`config.mk`:
```
export PLATFORM = sky130hd
export DESIGN_NAME = alu_result_queue
export DESIGN_NICKNAME = d
export VERILOG_FILES = /design/src/rtl/alu_result_queue.sv
export SDC_FILE = /design/constraint.sdc
export NUM_CORES = 1
export LEC_CHECK = 0
export BUFFER_PORTS_ARGS = -buffer_cell sky130_fd_sc_hd__clkbuf_2
export CAP_MARGIN = 20
export CORE_AREA = 3 3 94 96
export CTS_CLUSTER_DIAMETER = 60
export DETAILED_ROUTE_END_ITERATION = 10
export DIE_AREA = 0 0 97 99
export GPL_ROUTABILITY_DRIVEN = 0
export MAX_ROUTING_LAYER = met4
export PLACE_DENSITY = 0.81
export SLEW_MARGIN = 30
export SYNTH_ARGS = -nofsm -noshare
export SYNTH_HDL_FRONTEND = slang
export SYNTH_SLANG_ARGS = --single-unit
```
`constraint.sdc`:
```
create_clock -name clk -period 2.7 [get_ports clk]
set_input_delay 0.54 -clock clk [delete_from_list [all_inputs] [get_ports clk]]
set_output_delay 0.54 -clock clk [all_outputs]
set_load 0.03 [all_outputs]
```
`src/rtl/alu_result_queue.sv`:
```
// Collects one ALU function-unit result per cycle, selects it by opcode, attaches
// status flags, and buffers the entries in a first-word-fall-through FIFO drained by valid/ready.
module alu_result_queue #(
  parameter int WIDTH = 16,
  parameter int DEPTH = 4
) (
  input  logic                       clk,
  input  logic                       rst_n,
  input  logic                       in_valid,
  output logic                       in_ready,
  input  logic [3:0]                 opcode,
  input  logic [WIDTH-1:0]           and_res,
  input  logic [WIDTH-1:0]           or_res,
  input  logic [WIDTH-1:0]           not_res,
  input  logic [WIDTH-1:0]           add_res,
  input  logic                       add_cout,
  output logic                       out_valid,
  input  logic                       out_ready,
  output logic [WIDTH-1:0]           out_data,
  output logic                       out_zero,
  output logic                       out_neg,
  output logic                       out_carry,
  output logic                       out_err,
  output logic [$clog2(DEPTH):0]     count,
  output logic [7:0]                 illegal_cnt
);

  localparam int PW = $clog2(DEPTH);
  localparam int CW = PW + 1;

  typedef enum logic [3:0] {
    OP_AND = 4'd0,
    OP_OR  = 4'd1,
    OP_NOT = 4'd2,
    OP_ADD = 4'd3
  } op_e;

  typedef struct packed {
    logic             err;
    logic             carry;
    logic             neg;
    logic             zero;
    logic [WIDTH-1:0] data;
  } entry_t;

  entry_t          mem_q [DEPTH];
  logic [PW-1:0]   wr_ptr_q, wr_ptr_d;
  logic [PW-1:0]   rd_ptr_q, rd_ptr_d;
  logic [CW-1:0]   count_q, count_d;
  logic [7:0]      illegal_cnt_q, illegal_cnt_d;

  entry_t          new_entry;
  entry_t          head;
  logic            push, pop;

  // Handshake decode uses registered state only, so no input reaches in_ready or out_valid.
  assign in_ready  = (count_q != CW'(DEPTH));
  assign out_valid = (count_q != '0);
  assign push      = in_valid && in_ready;
  assign pop       = out_valid && out_ready;

  // NOTE: every variable gets a default at the top of an always_comb so no path leaves it
  // unassigned; a missing default would infer a latch.
  always_comb begin
    new_entry = '0;
    case (opcode)
      OP_AND:  new_entry.data = and_res;
      OP_OR:   new_entry.data = or_res;
      OP_NOT:  new_entry.data = not_res;
      OP_ADD:  new_entry.data = add_res;
      default: new_entry.err  = 1'b1;
    endcase
    new_entry.carry = (opcode == OP_ADD) && add_cout;
    new_entry.zero  = (new_entry.data == '0);
    new_entry.neg   = new_entry.data[WIDTH-1];
  end

  always_comb begin
    wr_ptr_d      = wr_ptr_q;
    rd_ptr_d      = rd_ptr_q;
    count_d       = count_q;
    illegal_cnt_d = illegal_cnt_q;
    if (push) wr_ptr_d = wr_ptr_q + PW'(1);
    if (pop)  rd_ptr_d = rd_ptr_q + PW'(1);
    case ({push, pop})
      2'b10:   count_d = count_q + CW'(1);
      2'b01:   count_d = count_q - CW'(1);
      default: count_d = count_q;
    endcase
    if (push && new_entry.err && (illegal_cnt_q != 8'hFF))
      illegal_cnt_d = illegal_cnt_q + 8'd1;
  end

  // NOTE: sequential state is updated with non-blocking assignments so every flop samples
  // the pre-edge values regardless of statement order.
  always_ff @(posedge clk or negedge rst_n) begin
    if (!rst_n) begin
      wr_ptr_q      <= '0;
      rd_ptr_q      <= '0;
      count_q       <= '0;
      illegal_cnt_q <= '0;
    end else begin
      wr_ptr_q      <= wr_ptr_d;
      rd_ptr_q      <= rd_ptr_d;
      count_q       <= count_d;
      illegal_cnt_q <= illegal_cnt_d;
    end
  end

  // NOTE: storage is deliberately left out of reset; stale contents are never visible
  // because the head outputs are gated by out_valid.
  always_ff @(posedge clk) begin
    if (push) mem_q[wr_ptr_q] <= new_entry;
  end

  always_comb begin
    head = '0;
    if (out_valid) head = mem_q[rd_ptr_q];
  end

  assign out_data    = head.data;
  assign out_zero    = head.zero;
  assign out_neg     = head.neg;
  assign out_carry   = head.carry;
  assign out_err     = head.err;
  assign count       = count_q;
  assign illegal_cnt = illegal_cnt_q;

endmodule

```
==> out/qor.yml <==
yosys:
  ys_types: 30
  synth-edff-count: 76
  synth_nets: 316
  yosys_most_used_dff: "edfxtp_1"
  yosysWarnings: 0
  yosys.area.top_type: "edfxtp_1"
  synth_most_common_cell: "edfxtp_1"
  synth_seq_cells: 91
  synthArstFlopShare_pct: 16.5
  syn_inst: 236
  syn_avg_cell_area_um2: 18.0
  synthDominantCellAreaShare_pct: 53.9
  synth_area_leaders: "edfxtp_1 (54%), mux4_2 (13%), dfrtp_1 (8.9%)"
  yosysSeqAreaShare_pct: 62.7
  synthTopCellsByCount: "edfxtp_1 (76), and2_1 (36), mux4_2 (25), dfrtp_1 (15), mux4_1 (10)"
  synth_area_um2: 4240
worst_setup_path:
  startpoint: "rd_ptr_q[0]"
  cp_top_family: "multiplexers"
  crit_type: "reg -> out"
  crit_required_ps: 2160
  path_buf_inv: 2
  r2r-start: "count[1]"
  end_kind: "output pin"
  max_stage_delay_ps: 570
  path_max_fanout: 16
  cp_slowest_cell: "mux4_2"
  start_kind: "register"
  critPathArrivalTime_ps: 1960
  path_cells: "buf_4, mux4_2, and2_1, clkbuf_2"
clock_network:
  ctsHoldBuffers: 0
  clkTransAtPathRegs_ps: 90
  cts_buffers: 9
  tritoncts: "built"
  cts.sinks: 91
  ctsResizeCount: 0
  cts_root_buffer: "clkbuf_8"
  clock_path_buffers: 2
  h-tree-depth: 3
  clk_latency_ps: 350
  post_cts_buffers: 0
sta:
  rsz0062_at_grt: "no"
  tightestPinTransition_ps: 485
  fmax_mhz: 400
  slew_headroom_pct: 67.7
  post-route-period-util_pct: 92.5
  setup_viol: 0
  finalCriticalPeriod_ps: 2500
  hold_viol_final: 0
  finalMaxSlewViolations: 0
  tns_ps: 0
  finalClockSkew_ps: 11.1
floorplan:
  num_rows: 33
  die_h_um: 99
  dieArea_um2: 9600
  io_pins: 106
  die_w_um: 97
  core_area_um2: 8130
  start_util_pct: 52.1
placed_design:
  numPortBuffers: 105
  place_hpwl_mm: 5.98
job:
  maxCapViolCount: 0
grt:
  grt_max_degree: 21
  grt_pass1_wl_mm: 12.7
  grt-ovfl-total: 0
  grt_pass1_vias: 2549
  track_usage_pct: 18.1
  antenna_found_initial: 0
pwr:
  powerDensity_nw_per_um2: 1030
  p_total_uw: 5210
  leakage_uw: 0.00206
  peakVddDrop_mv: 0.333
routing:
  dr.pass1.iters: 4
  num_vias: 2471
  antenna_left: 0
  dr.first_iter.drc_count: 87
  drt-vias-per-instance: 5.40
  routed_wl_mm: 8.07
  drt-wirelength-per-cell_um: 17.6
  drcViolationCount: 0
layout:
  area_delta_synth_final_pct: 19.8
  fillers: 564
  drive_gt1_share_pct: 43.9
  insertedDiodeCount: 0
  nNetsFinal: 428
status:
  status: "finished clean"
worst_hold_path:
  min_path_type: "in -> async"
## area by class of cell
cell class / instances / area (um^2) / area share, %
Tap cell: 105 / 131 / 2.59
Timing Repair Buffer: 114 / 593 / 11.7
Multi-Input combinational cell: 124 / 1470 / 28.9
Sequential cell: 91 / 2660 / 52.4
Inverter: 8 / 30.0 / 0.592
Clock buffer: 15 / 188 / 3.70
Clock inverter: 1 / 6.26 / 0.123
## through the flow
stage / instance area, um^2 / setup slack, ps / hold slack [ps] / utilization, % / cells
2_1_floorplan: 4240 / 411 / 244 / - / 236
3_3_place_gp: 4880 / 361 / 468 / 60.0 / 442
3_5_place_dp: 4880 / 326 / 472 / 60.0 / 442
4_1_cts: 5070 / 136 / 79.9 / 62.4 / 458
5_1_grt: 5070 / 82.9 / 105 / 62.4 / 458
6_report: 5070 / 203 / 81.2 / 62.4 / 458
## state kept, by name, summed over array words and instances, names as in the netlist
signal	count
count	3
illegal_cnt	8
mem_q	76
rd_ptr_q	2
wr_ptr_q	2
## layer usage
| layer | up-vias | routed length (um) | track usage, % |
|---|---|---|---|
| li1 | 1150 | - | - |
| met1 | 1202 | 3120 | 21.5 |
| met2 | 105 | 4230 | 30.4 |
| met3 | 14 | 509 | 2.76 |
| met4 | 0 | 208 | 8.86 |
| met5 | - | 0 | - |
## placed cells by master, fill, tap and decap left out
cell type,instances
inv_4,1
clkbuf_8,11
nor4_1,3
nor2_1,5
mux2_1,1
buf_4,9
ha_1,6
a41o_1,1
and3_1,4
dfrtp_1,15
fa_1,1
o2111ai_2,1
or3_1,1
xor2_1,8
clkbuf_1,3
clkbuf_2,105
mux2i_1,1
and2_1,36
nor3_1,4
xnor2_1,5
inv_1,8
nand2_1,4
edfxtp_1,76
mux4_1,10
mux2_2,1
nand3_1,4
nand4_1,1
nor4_2,1
clkbuf_16,1
mux4_2,25
or3b_1,1
## worst register-to-register path, delay by kind of cell, from the launching register on
kind,cells,cell delay [ps]
XOR/XNOR,2,310
flip-flops,1,420
buffers and inverters,1,60
adder cells (fa/ha/maj),2,570
AND/OR/NAND/NOR,3,830
## power by group
group | leakage, uW | switching (uW) | total [uW] | internal [uW]
Clock | 0.0000994 | 431 | 875 | 444
Sequential | 0.000896 | 168 | 2050 | 1880
Combinational | 0.00107 | 1390 | 2280 | 894
## path summary, 6_finish.rpt
path / to / slack, ps / depth (start not counted)
setup / recovery: out_zero / 200 / 4
hold / removal: illegal_cnt[2] / 80 / 1
setup reg to reg: count[2] / 440 / 8
hold reg to reg: illegal_cnt[7] / 500 / 1
max in group asynchronous: rd_ptr_q[1] / 2340 / 1
min in group clk: illegal_cnt[7] / 500 / 1
## logic make-up after synthesis
family	after synthesis	synth area share [%]
and+or+nand+nor	64	8.89
buffers and inverters	21	2.63
xor gates and xnor gates	13	2.69
adders and majority gates	7	2.24
DFF	91	62.7
muxes	38	20.3
AOI/OAI and AO/OA	2	0.590
Power figures use the tool's default switching activity.
